### src/rtl/chorus_tap_scheduler.sv
// chorus_tap_scheduler
// Shares one single-port sample memory (1-cycle registered read) between
// several chorus voices. Each accepted input sample costs one write followed
// by NUM_TAPS pipelined reads, each at its own clamped, modulated delay.
//
// Ports:
//   clk, rst_n         clock, asynchronous active-low reset
//   pkt_s_i            input sample
//   pktChanged_s_i     strobe: pkt_s_i valid
//   tapOffsets_s_i     packed signed per-tap delay offsets (tap k at [14k+13:14k])
//   memWE_c_o          memory write enable
//   memAD_c_o          memory address
//   memDI_c_o          memory write data
//   memDO_i            memory read data (valid the cycle after the address)
//   tapPkt_s_o         delayed sample of the current tap
//   tapIdx_s_o         tap index of tapPkt_s_o
//   tapValid_s_o       strobe: tapPkt_s_o / tapIdx_s_o valid
//   frameDone_c_o      high for one cycle at the end of each frame
//   busy_s_o           high while a frame is in progress
//   overrun_s_o        sticky: a sample arrived while busy
module chorus_tap_scheduler #(
  parameter int unsigned NUM_TAPS   = 3,
  parameter int unsigned BUF_DEPTH  = 4410,
  parameter int unsigned AVG_DELAY  = 882,
  parameter int unsigned PKT_WIDTH  = 16,
  parameter int unsigned ADDR_WIDTH = 14
) (
  input  logic                           clk,
  input  logic                           rst_n,
  input  logic [PKT_WIDTH-1:0]           pkt_s_i,
  input  logic                           pktChanged_s_i,
  input  logic [NUM_TAPS*ADDR_WIDTH-1:0] tapOffsets_s_i,
  output logic                           memWE_c_o,
  output logic [ADDR_WIDTH-1:0]          memAD_c_o,
  output logic [PKT_WIDTH-1:0]           memDI_c_o,
  input  logic [PKT_WIDTH-1:0]           memDO_i,
  output logic [PKT_WIDTH-1:0]           tapPkt_s_o,
  output logic [2:0]                     tapIdx_s_o,
  output logic                           tapValid_s_o,
  output logic                           frameDone_c_o,
  output logic                           busy_s_o,
  output logic                           overrun_s_o
);

  localparam int unsigned SumWidth = ADDR_WIDTH + 1;
  localparam logic signed [SumWidth-1:0] MaxDelay     = SumWidth'(BUF_DEPTH - 3);
  localparam logic [ADDR_WIDTH-1:0]      MaxDelayAddr = ADDR_WIDTH'(BUF_DEPTH - 3);
  localparam logic [ADDR_WIDTH-1:0]      LastAddr     = ADDR_WIDTH'(BUF_DEPTH - 1);
  localparam logic [ADDR_WIDTH-1:0]      DepthAddr    = ADDR_WIDTH'(BUF_DEPTH);
  localparam logic [2:0]                 LastTap      = 3'(NUM_TAPS - 1);

  typedef enum logic [2:0] {
    IDLE,
    WRITE,
    READ,
    DRAIN,
    DONE
  } stateT;

  stateT state;
  stateT nextState;

  logic [ADDR_WIDTH-1:0]        writeAddr;
  logic [PKT_WIDTH-1:0]         sample;
  logic [ADDR_WIDTH-1:0]        offs [NUM_TAPS];
  logic [2:0]                   tapCnt;
  logic                         rdPend;
  logic [2:0]                   rdIdx;
  logic                         acceptState;
  logic                         accept;
  logic signed [SumWidth-1:0]   curOff;
  logic signed [SumWidth-1:0]   sum;
  logic [ADDR_WIDTH-1:0]        delay;
  logic [ADDR_WIDTH-1:0]        readAddr;

  assign acceptState = (state == IDLE) || (state == DONE);
  assign accept      = acceptState && pktChanged_s_i;

  // Delay for the tap currently being read; offsets come from the copy
  // latched in WRITE so LFO movement mid-frame cannot skew the frame.
  always_comb begin
    curOff = '0;
    for (int unsigned k = 0; k < NUM_TAPS; k++) begin
      if (tapCnt == 3'(k)) curOff = {offs[k][ADDR_WIDTH-1], offs[k]};
    end
    sum = SumWidth'(AVG_DELAY) + curOff;
    if (sum[SumWidth-1]) begin
      delay = '0;
    end else if (sum > MaxDelay) begin
      delay = MaxDelayAddr;
    end else begin
      delay = sum[ADDR_WIDTH-1:0];
    end
    // Wrapped branch stays below BUF_DEPTH, so modulo-2^ADDR_WIDTH
    // intermediate overflow in DepthAddr + writeAddr is harmless.
    readAddr = (writeAddr >= delay) ? (writeAddr - delay)
                                    : (DepthAddr + writeAddr - delay);
  end

  always_comb begin
    nextState = state;
    case (state)
      IDLE:    nextState = pktChanged_s_i ? WRITE : IDLE;
      WRITE:   nextState = READ;
      READ:    nextState = (tapCnt == LastTap) ? DRAIN : READ;
      DRAIN:   nextState = DONE;
      DONE:    nextState = pktChanged_s_i ? WRITE : IDLE;
      default: nextState = IDLE;
    endcase
  end

  always_comb begin
    memWE_c_o     = (state == WRITE);
    memAD_c_o     = (state == READ) ? readAddr : writeAddr;
    memDI_c_o     = sample;
    frameDone_c_o = (state == DONE);
    busy_s_o      = (state != IDLE);
  end

  always_ff @(posedge clk or negedge rst_n) begin
    if (!rst_n) state <= IDLE;
    else        state <= nextState;
  end

  always_ff @(posedge clk or negedge rst_n) begin
    if (!rst_n) begin
      writeAddr    <= '0;
      sample       <= '0;
      tapCnt       <= '0;
      rdPend       <= 1'b0;
      rdIdx        <= '0;
      tapPkt_s_o   <= '0;
      tapIdx_s_o   <= '0;
      tapValid_s_o <= 1'b0;
      overrun_s_o  <= 1'b0;
      for (int unsigned k = 0; k < NUM_TAPS; k++) offs[k] <= '0;
    end else begin
      if (accept) sample <= pkt_s_i;
      if (pktChanged_s_i && !acceptState) overrun_s_o <= 1'b1;
      if (state == WRITE) begin
        for (int unsigned k = 0; k < NUM_TAPS; k++) begin
          offs[k] <= tapOffsets_s_i[k*ADDR_WIDTH +: ADDR_WIDTH];
        end
        tapCnt <= '0;
      end
      if (state == READ) tapCnt <= tapCnt + 3'd1;
      if (state == DONE) writeAddr <= (writeAddr == LastAddr) ? '0 : writeAddr + ADDR_WIDTH'(1);
      // Read data lands one cycle after its address; register it the cycle after.
      rdPend       <= (state == READ);
      rdIdx        <= tapCnt;
      tapValid_s_o <= rdPend;
      if (rdPend) begin
        tapPkt_s_o <= memDO_i;
        tapIdx_s_o <= rdIdx;
      end
    end
  end

endmodule

### config.mk
export PLATFORM = sky130hd
export DESIGN_NAME = chorus_tap_scheduler
export DESIGN_NICKNAME = d
export VERILOG_FILES = /design/src/rtl/chorus_tap_scheduler.sv
export SDC_FILE = /design/constraint.sdc
export NUM_CORES = 1
export LEC_CHECK = 0
export ABC_CLOCK_PERIOD_IN_PS = 9400
export CAP_MARGIN = 40
export CORE_ASPECT_RATIO = 1.2
export CORE_UTILIZATION = 57
export DETAILED_ROUTE_END_ITERATION = 16
export GPL_TIMING_DRIVEN = 0
export PLACE_DENSITY = 0.95
export SYNTH_ARGS = -nofsm -noshare
export SYNTH_HDL_FRONTEND = slang
export SYNTH_SLANG_ARGS = --single-unit
export TNS_END_PERCENT = 5
### constraint.sdc
create_clock -name clk -period 9.4 [get_ports clk]
set_input_delay 0.94 -clock clk [delete_from_list [all_inputs] [get_ports clk]]
set_output_delay 0.94 -clock clk [all_outputs]
set_load 0.005 [all_outputs]
==> results.md <==
- Routed length on met1: 6730 um
- Antenna diodes: 0
- # fillers: 787
- Starting Density: 58.3%
- Clock Path Buffers: 2
- Die Area: 0.0122 sq mm
- Clock-pin slew on the worst setup and hold paths: approximately 0.070 ns
- Post-CTS setup buffers: 0
- Via count: about 5.9k
- Crit path launch type: register
- Initial antenna violation count: 0
- PortBufs: 130
- Syn nets: between 700 and 800
- Mapped Area: around 0.0067 sq mm
- #FFs+latches synth: 103
- Peak Freq: 116 MHz
- Count of TritonRoute iterations in the first routing pass: 5
- Hold Path Sink: tapValid_s_o
- Max FO, Critical Path: 10
- Routed Wire Length: 17,700 um
- Antenna-violating nets left: 0
- Root Driver: clkbuf_16
- Tot GR Track Use: 30.8%
- Fraction of registers with async set or reset after synthesis: 100%
- Core Region: 0.0115 sq mm
- Ys flop type: dfrtp_1
- Clock latency on the worst-skew pair: 0.34 ns
- Hold path depth: 0
- Unique cell type count in the Yosys netlist: 63
- Final Hold Viols: 0
- Crit path DAT: around 7.7 ns
- Hold Path Origin: rdPend
- Cts-stage hold buffer count: 0
- Top Ports: 131
- Slew Limit Headroom: 45.6%
- Period utilisation layout: 91.4%
- Synth Warn #: 0
- Layout cells sized above 1: 14.5%
- DPL Wire Length: 13,100 um
- H-tree depth: 3
- First-pass GRT wire length: 29,100 um
- Critical Path Sink Type: primary output
- Floorplan row count: 43
- WL met2: 9350 um
- Largest net degree at the start of global routing: 55
- Worst EP required: 8.46 ns
- Top Metal Used: met4
- 1st-iter DRT viols: 448
- CTS resizes: 0
- Max Clock Skew: 0.00659 ns
- CTS tree: done
- Critical-path top delay cell: clkdlybuf4s50_1
- Clock Sinks: slightly above 100
- Mapped Cells: 670
- Average size of a mapped cell: 10.0 sq um
- Vias in the first global route: 5,989
- Grt ovf: 0
- Final Max Slew Viols: 0
- Met3 wire len: 967 um
- Sequential share of the synthesized area: 38.4%
- DRC Markers: 0
- R2R cell count: 5
- Worst reg2reg path endpoint: offs[18]
- Tightest Pin Transition: between 0.8 and 0.9 ns
- Kind of critical path: reg -> out
- Tmin final: 8.60 ns
- Slowest stage delay, CP: 0.54 ns
- Setup TNS: 0 ns
- Layout Area Growth over Synthesis: 28.3%
- Vias/cell: approximately 6.0
- CTS Buf Count: 9
- Outcome: completed
- Die Y: about 120 um
- Final #Nets: 942
- Reg-to-reg critical path startpoint: state[1]
- Number of max-cap violations: 0
- Hold Crit Class: reg -> reg
- Die W: 101 um
- # setup viols final: 0
- Unrepaired setup endpoints after global routing: false
- Gp weighted congestion: between 0.9 and 1
- Mean routed wirelength per cell: 18.1 um
- Post-synth EDFFs: 0
- FF-to-FF setup slack: around 6.9 ns
-- final cells by class --
cell class	instances	area, sq um	area share, %
clock inverters	7	126	1.47
flip-flops and latches	103	2580	30.0
plain buffers	24	109	1.27
well taps	157	196	2.28
multi-input cells	499	3860	44.8
repair buffers	134	1350	15.7
inverters	44	165	1.92
clock buffers	9	225	2.62
-- worst max-delay path, delay by kind of cell, from the launching register on --
family	cells	cell delay (ns)
xor+xnor	1	0.29
compound gates	14	2.96
simple gates	4	0.80
flops	1	0.47
fa+ha+maj	4	1.04
buf+inv	7	1.74
-- metrics by stage --
| step | cells | hold WS, ns | area [sq um] | setup WS (ns) | utilization (%) |
|---|---|---|---|---|---|
| final | 977 | 0.377 | 8600 | 0.804 | 74.7 |
| after global routing | 977 | 0.383 | 8600 | 0.360 | 74.7 |
| after CTS | 977 | 0.374 | 8600 | 1.01 | 74.7 |
| after detailed placement | 961 | 0.358 | 8250 | 1.47 | 71.7 |
| after global placement | 957 | 0.357 | 8210 | 1.63 | 71.3 |
| after floorplan | 670 | 0.352 | 6710 | 2.92 | - |
-- state kept, by name, indices dropped and copies added, names as in the netlist --
signal,cells
state,3
overrun_s_o,1
tapIdx_s_o,3
tapPkt_s_o,16
tapCnt,3
tapValid_s_o,1
rdPend,1
writeAddr,14
offs,42
memDI_c_o,16
rdIdx,3
-- synthesized netlist by cell type, types with 2 or more instances --
cell type,n,share of area [%]
nor2b_1,16,1.5
o41ai_1,2,0.26
buf_2,3,0.22
a21oi_1,43,3.2
nand2b_1,5,0.47
o211ai_1,2,0.22
a21boi_1,3,0.34
nand3b_1,10,1.1
a21boi_0,2,0.22
a211oi_1,4,0.45
nand4_1,7,0.65
mux2i_1,5,0.75
fa_1,8,2.4
buf_1,2,0.11
nor3b_1,5,0.56
and4_1,2,0.26
xor2_1,9,1.2
nand3_1,9,0.67
a31oi_1,9,0.84
o21ai_0,39,2.9
ha_1,42,7.8
a221o_1,3,0.45
a21oi_4,3,0.73
a21o_1,17,1.9
xnor2_1,27,3.5
o21ai_1,4,0.30
a31o_2,3,0.39
dfrtp_1,103,38
nand2_1,45,2.5
inv_1,44,2.5
a21oi_2,5,0.65
nor2_1,36,2.0
or4_1,3,0.34
and3_1,6,0.56
clkbuf_1,16,0.90
nor4_1,6,0.56
and2_1,4,0.37
o21bai_1,6,0.67
mux2_2,75,13
buf_4,2,0.22
or3_1,2,0.19
a22oi_1,4,0.45
nor3_1,9,0.67
-- logic make-up (layout without fill, tap and decap cells) --
kind of cell	count (synthesis)	count (layout)	synth area share, %
AND/OR/NAND/NOR	170	170	13.1
multiplexers	80	80	13.3
adder cells (fa/ha/maj)	50	50	10.2
AO/OA/AOI/OAI	162	162	16.1
buffers and inverters	68	218	4.08
flip-flops	103	103	38.4
XOR/XNOR	36	36	4.70
other	1	1	0.0559
-- cell usage in the layout (no fill, tap or decap), types with 6 or more instances in the layout --
master           netlist  layout
mux2_2                75      75
nor4_1                 6       6
clkbuf_1              16      16
o21ai_0               39      39
clkdlybuf4s50_1        0     129
ha_1                  42      42
o21bai_1               6       6
and3_1                 6       6
nand3_1                9       9
nand2_1               45      45
a31oi_1                9       9
a21o_1                17      17
nand3b_1              10      10
xnor2_1               27      27
fa_1                   8       8
dfrtp_1              103     103
nor2b_1               16      16
xor2_1                 9       9
inv_1                 44      44
nor3_1                 9       9
nand4_1                7       7
clkbuf_16              0       9
nor2_1                36      36
a21oi_1               43      43
-- layer usage --
metal	GRT usage, %	up-vias
met5	0	-
met4	13.9	0
met3	3.99	71
met2	54.6	298
met1	36.9	2840
li1	-	2666
-- how the worst max path moves through the flow --
stage              start            end  slack [ns]
2_1_floorplan  tapCnt[0]  memAD_c_o[11]        2.92
3_3_place_gp   tapCnt[0]  memAD_c_o[11]        1.63
3_5_place_dp   tapCnt[0]   memAD_c_o[6]        1.47
4_1_cts        tapCnt[0]   memAD_c_o[6]        1.01
5_1_grt        tapCnt[0]   memAD_c_o[6]        0.36
6_report       tapCnt[0]  memAD_c_o[11]        0.80
Power is not shown: default switching activity piles up to over one toggle a cycle in this logic, so the estimate is an artifact.
